## config.mk

```make
export PLATFORM = sky130hd
export DESIGN_NAME = cmp_gth_framer
export DESIGN_NICKNAME = d
export VERILOG_FILES = /design/src/rtl/antiprobe_pkg.sv /design/src/rtl/cmp_gth_framer_collector.sv /design/src/rtl/cmp_gth_framer.sv
export SDC_FILE = /design/constraint.sdc
export NUM_CORES = 1
export LEC_CHECK = 0
export CAP_MARGIN = 30
export CORE_ASPECT_RATIO = 0.6
export CORE_MARGIN = 5
export CORE_UTILIZATION = 45
export DETAILED_ROUTE_END_ITERATION = 10
export GPL_TIMING_DRIVEN = 0
export PLACE_DENSITY = 0.67
export SLEW_MARGIN = 5
export SYNTH_ARGS = -nofsm -noshare
export SYNTH_HDL_FRONTEND = slang
export SYNTH_SLANG_ARGS = --single-unit
```

## constraint.sdc

```tcl
create_clock -name ref_clk -period 6.1 [get_ports ref_clk]
set_input_delay 1.22 -clock ref_clk [delete_from_list [all_inputs] [get_ports ref_clk]]
set_output_delay 1.22 -clock ref_clk [all_outputs]
set_load 0.02 [all_outputs]
```

## src/rtl/antiprobe_pkg.sv

```systemverilog
// Shared constants and types for the comparator-to-GTH framing path.
package antiprobe_pkg;

  localparam int unsigned DATA_W         = 80;
  localparam int unsigned HDR_W          = 8;
  localparam int unsigned PAYLOAD_W      = 72;
  localparam int unsigned NUM_CH         = 4;
  localparam int unsigned BEATS_PER_WORD = 18;

  localparam logic [HDR_W-1:0] HDR_DATA   = 8'hD5;
  localparam logic [HDR_W-1:0] HDR_IDLE   = 8'h3C;
  localparam logic [HDR_W-1:0] HDR_ALIGN  = 8'hBC;
  localparam logic [7:0]       ALIGN_BYTE = 8'hBC;

  // Which word the output register loads this cycle.
  typedef enum logic [1:0] {
    SEL_IDLE,
    SEL_ALIGN,
    SEL_DATA
  } word_sel_e;

endpackage

```

## src/rtl/cmp_gth_framer_collector.sv

```systemverilog
// Collects masked comparator beats into a 72-bit payload; pulses payload_done
// on the edge that accepts the 18th beat.
module cmp_beat_collector
  import antiprobe_pkg::*;
(
  input  logic                 clk,
  input  logic                 reset,
  input  logic                 enable,
  input  logic                 cmp_valid,
  input  logic [NUM_CH-1:0]    cmp_data,
  input  logic [NUM_CH-1:0]    ch_mask,
  output logic [4:0]           beat_cnt,
  output logic [PAYLOAD_W-1:0] payload,
  output logic                 payload_done
);

  logic [4:0]           beat_cnt_q, beat_cnt_d;
  logic [PAYLOAD_W-1:0] shift_q, shift_d;
  logic [NUM_CH-1:0]    beat;

  // Beat placement and count; stale nibbles are simply overwritten by the next word,
  // so enable low only needs to rewind the position.
  always_comb begin
    beat         = cmp_data & ch_mask;
    beat_cnt_d   = beat_cnt_q;
    shift_d      = shift_q;
    payload_done = 1'b0;
    if (!enable) begin
      beat_cnt_d = '0;
    end else if (cmp_valid) begin
      shift_d[NUM_CH*beat_cnt_q +: NUM_CH] = beat;
      if (beat_cnt_q == 5'(BEATS_PER_WORD - 1)) begin
        beat_cnt_d   = '0;
        payload_done = 1'b1;
      end else begin
        beat_cnt_d = beat_cnt_q + 5'd1;
      end
    end
    payload = shift_d;
  end

  // Collector state registers.
  always_ff @(posedge clk) begin
    if (reset) begin
      beat_cnt_q <= '0;
      shift_q    <= '0;
    end else begin
      beat_cnt_q <= beat_cnt_d;
      shift_q    <= shift_d;
    end
  end

  assign beat_cnt = beat_cnt_q;

endmodule

```

## src/rtl/cmp_gth_framer.sv

```systemverilog
// Packs comparator beats into 80-bit GTH frames: data, idle and periodic align words.
module cmp_gth_framer #(
  parameter int unsigned NUM_CH       = 4,
  parameter int unsigned DATA_W       = 80,
  parameter int unsigned ALIGN_PERIOD = 1024
) (
  input  logic              ref_clk,
  input  logic              reset,
  input  logic              enable,
  input  logic              tx_ready,
  input  logic              cmp_valid,
  input  logic [NUM_CH-1:0] cmp_data,
  input  logic [NUM_CH-1:0] ch_mask,
  output logic [DATA_W-1:0] GTH_DATA,
  output logic              word_is_data,
  output logic [15:0]       word_cnt,
  output logic              overflow,
  output logic [4:0]        beat_cnt
);
  import antiprobe_pkg::*;

  localparam int unsigned      AW         = $clog2(ALIGN_PERIOD);
  localparam logic [AW-1:0]    ALIGN_LAST = AW'(ALIGN_PERIOD - 1);

  logic [PAYLOAD_W-1:0] payload;
  logic                 payload_done;

  logic [PAYLOAD_W-1:0] pend_q, pend_d;
  logic                 pend_valid_q, pend_valid_d;
  logic [AW-1:0]        align_cnt_q, align_cnt_d;
  logic [DATA_W-1:0]    gth_q, gth_d;
  logic                 is_data_q, is_data_d;
  logic [15:0]          word_cnt_q, word_cnt_d;
  logic                 overflow_q, overflow_d;
  word_sel_e            sel;

  cmp_beat_collector u_collector (
    .clk          (ref_clk),
    .reset        (reset),
    .enable       (enable),
    .cmp_valid    (cmp_valid),
    .cmp_data     (cmp_data),
    .ch_mask      (ch_mask),
    .beat_cnt     (beat_cnt),
    .payload      (payload),
    .payload_done (payload_done)
  );

  // Output word selection, pending buffer handoff and counters.
  always_comb begin
    sel          = SEL_IDLE;
    align_cnt_d  = align_cnt_q;
    pend_d       = pend_q;
    pend_valid_d = pend_valid_q;
    word_cnt_d   = word_cnt_q;
    overflow_d   = overflow_q;
    gth_d        = {HDR_IDLE, word_cnt_q, 56'h0};
    is_data_d    = 1'b0;

    if (tx_ready) begin
      align_cnt_d = (align_cnt_q == ALIGN_LAST) ? '0 : align_cnt_q + AW'(1);
      if (align_cnt_q == ALIGN_LAST) begin
        sel = SEL_ALIGN;
      end else if (pend_valid_q) begin
        sel = SEL_DATA;
      end
    end

    unique case (sel)
      SEL_ALIGN: gth_d = {HDR_ALIGN, {9{ALIGN_BYTE}}};
      SEL_DATA: begin
        gth_d        = {HDR_DATA, pend_q};
        is_data_d    = 1'b1;
        pend_valid_d = 1'b0;
        word_cnt_d   = word_cnt_q + 16'd1;
      end
      default: ;
    endcase

    // A drain in the same cycle frees the slot for the new payload.
    if (payload_done) begin
      if (!pend_valid_q || sel == SEL_DATA) begin
        pend_d       = payload;
        pend_valid_d = 1'b1;
      end else begin
        overflow_d = 1'b1;
      end
    end
  end

  // Framer state and registered output.
  always_ff @(posedge ref_clk) begin
    if (reset) begin
      pend_q       <= '0;
      pend_valid_q <= 1'b0;
      align_cnt_q  <= '0;
      gth_q        <= {HDR_IDLE, {PAYLOAD_W{1'b0}}};
      is_data_q    <= 1'b0;
      word_cnt_q   <= '0;
      overflow_q   <= 1'b0;
    end else begin
      pend_q       <= pend_d;
      pend_valid_q <= pend_valid_d;
      align_cnt_q  <= align_cnt_d;
      gth_q        <= gth_d;
      is_data_q    <= is_data_d;
      word_cnt_q   <= word_cnt_d;
      overflow_q   <= overflow_d;
    end
  end

  assign GTH_DATA     = gth_q;
  assign word_is_data = is_data_q;
  assign word_cnt     = word_cnt_q;
  assign overflow     = overflow_q;

endmodule

```

# Word level (Yosys, flattened, before mapping)
# Index checks and enable logic that the tools add are counted.
dict set report totals {
  ff_bits 258
  inputBits 13
  wordCells 43
}
dict set report classes {
  addsub 4
  n_eq_ne 4
  shifts 2
  mux 16
  n_bitwise 3
  n_reduce_logical 5
}
# operator count
set ops {}
lappend ops {{case mux 80 bit (2 select lines)} 1}
lappend ops {{2-to-1 mux 72 bit} 2}
lappend ops {{bitwise mux 72 bit} 1}
lappend ops {{variable shift 4 x 34 -> 72 bit, first input constant} 1}
lappend ops {{indexed part select 4 x 34 -> 72 bit} 1}
lappend ops {{negation 7 -> 34 bit} 1}
lappend ops {{adder 16 x 1 -> 16 bit, second input constant} 1}
lappend ops {{adder 10 x 1 -> 10 bit, second input constant} 1}
lappend ops {{== test 10 bit, second input constant} 1}
lappend ops {{2-to-1 mux 10 bit} 1}
lappend ops {{2-to-1 mux 1 bit} 7}
lappend ops {{2-to-1 mux 2 bit} 3}
lappend ops {{adder 5 x 1 -> 5 bit, second input constant} 1}
lappend ops {{== test 5 bit, second input constant} 1}
lappend ops {{2-to-1 mux 5 bit} 1}
lappend ops {{AND 4 bit} 1}
lappend ops {{AND reduction 2 bit} 2}
lappend ops {{== test 2 x 1 -> 1 bit, second input constant} 1}
lappend ops {{== test 2 bit, second input constant} 1}
lappend ops {{NOT 1 bit} 2}
lappend ops {{OR reduction 2 bit} 1}
lappend ops {{logical NOT 1 bit} 1}
lappend ops {{logical OR 1 bit} 1}

# Longest topological paths before layout
dict set report depth {
  depth_word 7
  mapped_depth 13
}

# Hierarchy
# A second synthesis with hierarchy kept.
dict set report unflattened {
  hier_cells 1151
  hier_area_um2 11051.8
}
# module instances cells_each area_each_um2 seq_area_each_um2
set by_module_without_submodules {}
lappend by_module_without_submodules {cmp_gth_framer 1 681 6508.7 3503.4}
lappend by_module_without_submodules {cmp_beat_collector 1 470 4543.1 1541.5}

# Worst setup path after synthesis
# No wires, ideal clock.
dict set report synth_path {
  path_type {reg2reg}
  startpoint {register u_collector.beat_cnt_q[0], in the netlist u_collector.beat_cnt[0]}
  endpoint {register pend_q[28]}
  t_arrival_ps 2941
  t_required_ps 5962
  setup_slack_ps 3021
  stages_incl_launch_ff 13
  n_path_buf 3
  synth_period_minus_slack_ps 3079
  path_cell_list {dfxtp_1 > buf_2 > inv_1 > ha_1 > buf_2 > and2_1 > ha_1 > nand4b_2 > a2111oi_4 > and2_1 > buf_4 > mux2i_1 > a211oi_1}
}
dict set report synth_via {
  elab_chain_len 5
  elab_cells_between_ends 11
  classes_between {add/sub (1); eq/ne (1); shift (2); mux (6); reduce/logical (1)}
}
# item line
set synth_lines {}
lappend synth_lines {{start, declared} cmp_gth_framer_collector.sv:17} ;# logic [4:0] beat_cnt_q, beat_cnt_d;
lappend synth_lines {{start signal, assigned} cmp_gth_framer_collector.sv:48} ;# beat_cnt_q <= beat_cnt_d;
lappend synth_lines {{negation 7 -> 34 bit or == test 5 bit (tied branches)} {cmp_gth_framer_collector.sv:31, cmp_gth_framer_collector.sv:32}}
lappend synth_lines {{indexed part select 4 x 34 -> 72 bit, or another cell as far along} cmp_gth_framer_collector.sv:31} ;# shift_d[NUM_CH*beat_cnt_q +: NUM_CH] = beat;
lappend synth_lines {{bitwise mux 72 bit or 2-to-1 mux 1 bit (tied branches)} {cmp_gth_framer_collector.sv:31, cmp_gth_framer_collector.sv:30}}
lappend synth_lines {{2-to-1 mux 72 bit or 2-to-1 mux 1 bit (tied branches)} {cmp_gth_framer_collector.sv:30, cmp_gth_framer_collector.sv:28}}
lappend synth_lines {{2-to-1 mux 72 bit or AND reduction 2 bit (tied branches)} -}
lappend synth_lines {{end signal, assigned} cmp_gth_framer.sv:102} ;# pend_q <= pend_d;
lappend synth_lines {{end, declared} cmp_gth_framer.sv:28} ;# logic [PAYLOAD_W-1:0] pend_q, pend_d;
# Parallel ways exist; a longest one is shown, timed or not.
# A chain may end at the register's enable or synchronous reset.

# Worst setup path in the final report
dict set report layout_path {
  startpoint {input port tx_ready}
  endpoint {register gth_q[69], in the netlist GTH_DATA[69]}
}
dict set report layout_via {
  elab_chain_len 3
  elab_cells_between_ends 4
  classes_between {eq/ne (2); mux (2)}
}
# item line
set layout_lines {}
lappend layout_lines {{start, declared} cmp_gth_framer.sv:10} ;# input logic tx_ready,
lappend layout_lines {{2-to-1 mux 2 bit *} cmp_gth_framer.sv:60} ;# if (tx_ready) begin
lappend layout_lines {{== test 2 bit or == test 2 x 1 -> 1 bit (tied branches)} cmp_gth_framer.sv:69} ;# unique case (sel)
lappend layout_lines {{case mux 80 bit (2 select lines) *} cmp_gth_framer.sv:69}
lappend layout_lines {{end signal, assigned} cmp_gth_framer.sv:97} ;# gth_q <= {HDR_IDLE, {PAYLOAD_W{1'b0}}};
lappend layout_lines {{end signal, assigned} cmp_gth_framer.sv:105} ;# gth_q <= gth_d;
lappend layout_lines {{end, declared} cmp_gth_framer.sv:31} ;# logic [DATA_W-1:0] gth_q, gth_d;
# Mark *: on every way between the ends. The rest lies on a longest branch, timed or not.

==> flow_metrics.env <==
export IMPL_status="complete, no violations"
export IMPL_synth_seq_cells=252
export IMPL_drive_above_1_share_pct=7.330
export IMPL_dp_cells=1392
export IMPL_setup_violations=0
export IMPL_post_place_ws_ns=1.752
export IMPL_cts_sinks=252
export IMPL_clockBufferDepth=3
export IMPL_wl_um=24680
export IMPL_hold_buffers=0
export IMPL_hold_start="u_collector.shift_q[61]$_SDFF_PP0_"
export IMPL_peakVddDrop_mv=0.1837
export IMPL_synth_edf_count=0
export IMPL_powerDensity_nw_per_um2=267.9
export IMPL_routed_via_density=5.229
export IMPL_cpLargestDelayFamily="buffers and inverters"
export IMPL_postCtsSetupBuffers=0
export IMPL_placed_area_um2=10870
export IMPL_clkTransAtPathRegs_ns=0.06
export IMPL_fillers=1942
export IMPL_cp_data_required_time_ns=6.52
export IMPL_grt_pass1_wl_um=39300
export IMPL_initialDrtViolationCount=518
export IMPL_arrival_ns=4.33
export IMPL_syn_cell_area_um2=9413
export IMPL_die_w_um=196.7
export IMPL_grt_overflow_total=0
export IMPL_startpoint_type="input port"
export IMPL_ff2ff_setup_slack_ns=2.35
export IMPL_r2r_end="pend_q[65]$_SDFFE_PP0P_"
export IMPL_gp_congestion=0.9186
export IMPL_slew_headroom_pct=39.39
export IMPL_synth_most_common_cell="dfxtp_1"
export IMPL_hold_path_end="u_collector.shift_q[61]$_SDFF_PP0_"
export IMPL_firstDrtPassIters=5
export IMPL_holdWs_ns=0.4539
export IMPL_yosysWarnings=0
export IMPL_synthFlopType="dfxtp_1"
export IMPL_hpwlAfterDp_um=17870
export IMPL_htreeDepth=1
export IMPL_use_met3_pct=3.510
export IMPL_fin_skew_ns=0.01335
export IMPL_synth_cells=1002
export IMPL_worstRegToRegCells=12
export IMPL_fmax_mhz=255.7
export IMPL_hold_violations=0
export IMPL_hold_path_class="flip-flop to flip-flop"
export IMPL_cts_buffers=23
export IMPL_maxCapViolations=0
export IMPL_synthTopCellsByArea="dfxtp_1 (54%), nor2_1 (8.5%), mux2i_1 (6.7%)"
export IMPL_synth_cell_type_count=52
export IMPL_finalInstanceArea_um2=11540
export IMPL_p_leak_nw=4.073
export IMPL_netlist_top_cells_count="dfxtp_1 (252), nor2_1 (212), a21oi_1 (73), a211oi_1 (65), mux2i_1 (63)"
export IMPL_yosys_area_top_type="dfxtp_1"
export IMPL_critPathSlowestCell="clkbuf_1"
export IMPL_reg2reg_from="u_collector.beat_cnt[0]$_SDFFE_PP0P_"
export IMPL_critical_path_buf_inv_count=4
export IMPL_grtUsageMet2_pct=28.92
export IMPL_finalNonFillerCells=1425
export IMPL_cts_tree="yes"
export IMPL_die_area_um2=24010
export IMPL_path_class="input port to flip-flop"
export IMPL_die_y_um=122.0
export IMPL_ys_seq_area_share_pct=53.60
export IMPL_slew_violations=0
export IMPL_use_met1_pct=32.52
export IMPL_crit_chain="clkdlybuf4s50_1, clkbuf_1, and3_1, ha_1, clkbuf_1, clkbuf_1, a21oi_1, nor3_1"
export IMPL_antenna_left=0
export IMPL_clkLatencyLatePin_ns=0.51
export IMPL_fin_crit_sh_pct=64.12
export IMPL_start_util_pct=45.31
export IMPL_rsz0062_at_grt="no"
export IMPL_grt_pass1_vias=7047
export IMPL_worstPathMaxFanout=10
export IMPL_min_period_ns=3.911
export IMPL_worstMarginPinSlew_ns=0.9091
export IMPL_critPathMaxStageDelay_ns=0.74
export IMPL_busiest_layer="met1"
export IMPL_io_pins=116
export IMPL_grt_usage_pct=20.46
export IMPL_core_um2=20780
export IMPL_hold_depth=2
export IMPL_drc=0
export IMPL_setup_tns_final_ns=0
export IMPL_layout_setup_ws_ns=2.189
export IMPL_cp_common_cell="clkbuf_1"
export IMPL_cp_end_kind="flip-flop"
export IMPL_avgSynthCellArea_um2=9.394
export IMPL_grt_max_degree=16
export IMPL_async_reset_ff_share_pct=0
export IMPL_grt_antenna_before_repair=0
export IMPL_cts_root_buf="clkbuf_16"
export IMPL_antenna_cells=0
export IMPL_post_cts_resized=0
export IMPL_numPortBuffers=110
export IMPL_area_growth_pct=22.61
export IMPL_std_cell_rows=41
export IMPL_wire_per_inst_um=17.32
export IMPL_synth_top_area_share_pct=53.60
export IMPL_nets=1160
export IMPL_dr_total_vias=7451
## where the power goes
part | total (mW) | leakage [nW] | internal (mW) | switching, mW
logic | 0.0832 | 1.71 | 0.0253 | 0.0579
registers | 1.65 | 2.03 | 1.65 | 0.00282
clock network | 1.36 | 0.333 | 0.768 | 0.590
## through the flow
stage | utilization (%) | total power, mW
2_1_floorplan | - | 1.740
3_3_place_gp | 52.30 | 1.769
3_5_place_dp | 52.30 | 1.770
4_1_cts | 55.55 | 3.120
5_1_grt | 55.55 | 3.203
6_report | 55.55 | 3.092
## layout by cell type, fill, tap and decap left out, types with 3 or more instances in the layout
master | netlist | routed
nor2b_1 | 11 | 11
nor4_1 | 4 | 4
mux2i_1 | 63 | 63
a211oi_1 | 65 | 65
xnor2_1 | 9 | 9
a21oi_1 | 73 | 73
clkbuf_16 | 0 | 23
buf_2 | 24 | 24
nand2_1 | 53 | 53
buf_4 | 10 | 10
inv_1 | 9 | 9
nor3_1 | 13 | 13
nor2_1 | 212 | 212
clkinv_2 | 0 | 3
nor2_4 | 3 | 3
ha_1 | 9 | 9
dfxtp_1 | 252 | 252
and3_1 | 6 | 6
nand3_1 | 20 | 20
nand2b_1 | 5 | 5
o21ai_0 | 4 | 4
clkbuf_1 | 46 | 50
and2_1 | 36 | 36
nand4_1 | 10 | 10
conb_1 | 2 | 3
xor2_1 | 17 | 17
clkdlybuf4s50_1 | 0 | 110
nor3_2 | 3 | 3
or3_1 | 5 | 5
## worst register-to-register path, cell delays in order, from the launching register on
cell       delay [ns]
dfxtp_1          0.53
buf_2            0.30
inv_1            0.07
ha_1             0.19
buf_2            0.18
and2_1           0.16
ha_1             0.33
nand4b_2         0.35
a2111oi_0        0.74
and2_1           0.24
buf_4            0.15
mux2i_1          0.27
a211oi_1         0.10
## kinds of logic after synthesis
logic type	after synthesis	synth area share, %
xor gates and xnor gates	28	2.765
muxes	63	6.699
other	2	0.07979
and+or+nand+nor	396	19.61
buffers and inverters	91	4.347
DFF	252	53.60
AOI/OAI and AO/OA	161	11.71
adders and majority gates	9	1.196
## area by class of cell
cell class / count / area, µm² / share of cell area [%]
Sequential cell: 252 / 5045 / 43.71
Multi-Input combinational cell: 660 / 3963 / 34.33
Timing Repair Buffer: 110 / 1101 / 9.540
Clock buffer: 27 / 590.6 / 5.117
Buffer: 82 / 375.4 / 3.252
Tap cell: 279 / 349.1 / 3.025
Clock inverter: 6 / 83.83 / 0.7264
Inverter: 9 / 33.78 / 0.2927
## per-layer routing
layer / vias up / part of all wire [%]
met1: 3566 / 52
met5: - / 0
met3: 30 / 6.6
met2: 198 / 40
li1: 3657 / -
met4: 0 / 1.5
## flip-flops by register name, summed over array words and instances (netlist names)
name                  count
align_cnt_q              10
overflow                  1
pend_valid_q              1
u_collector.shift_q      72
pend_q                   72
GTH_DATA                 75
u_collector.beat_cnt      5
word_cnt                 16
## how the worst max path moves through the flow
| stage | slack (ns) | start | cells past startpoint | to |
|---|---|---|---|---|
| finish | 2.19 | tx_ready | 8 | GTH_DATA[69]$_SDFF_PP0_ |
| global route | 1.99 | tx_ready | 8 | GTH_DATA[71]$_SDFF_PP0_ |
| CTS | 2.27 | tx_ready | 8 | GTH_DATA[68]$_SDFF_PP0_ |
| detailed placement | 1.75 | tx_ready | 8 | GTH_DATA[68]$_SDFF_PP0_ |
| global placement | 1.74 | tx_ready | 8 | GTH_DATA[68]$_SDFF_PP0_ |
| floorplan | 3.02 | u_collector.beat_cnt[0]$_SDFFE_PP0P_ | 12 | pend_q[28]$_SDFFE_PP0P_ |
No activity file was read; power rests on OpenSTA's default activity.
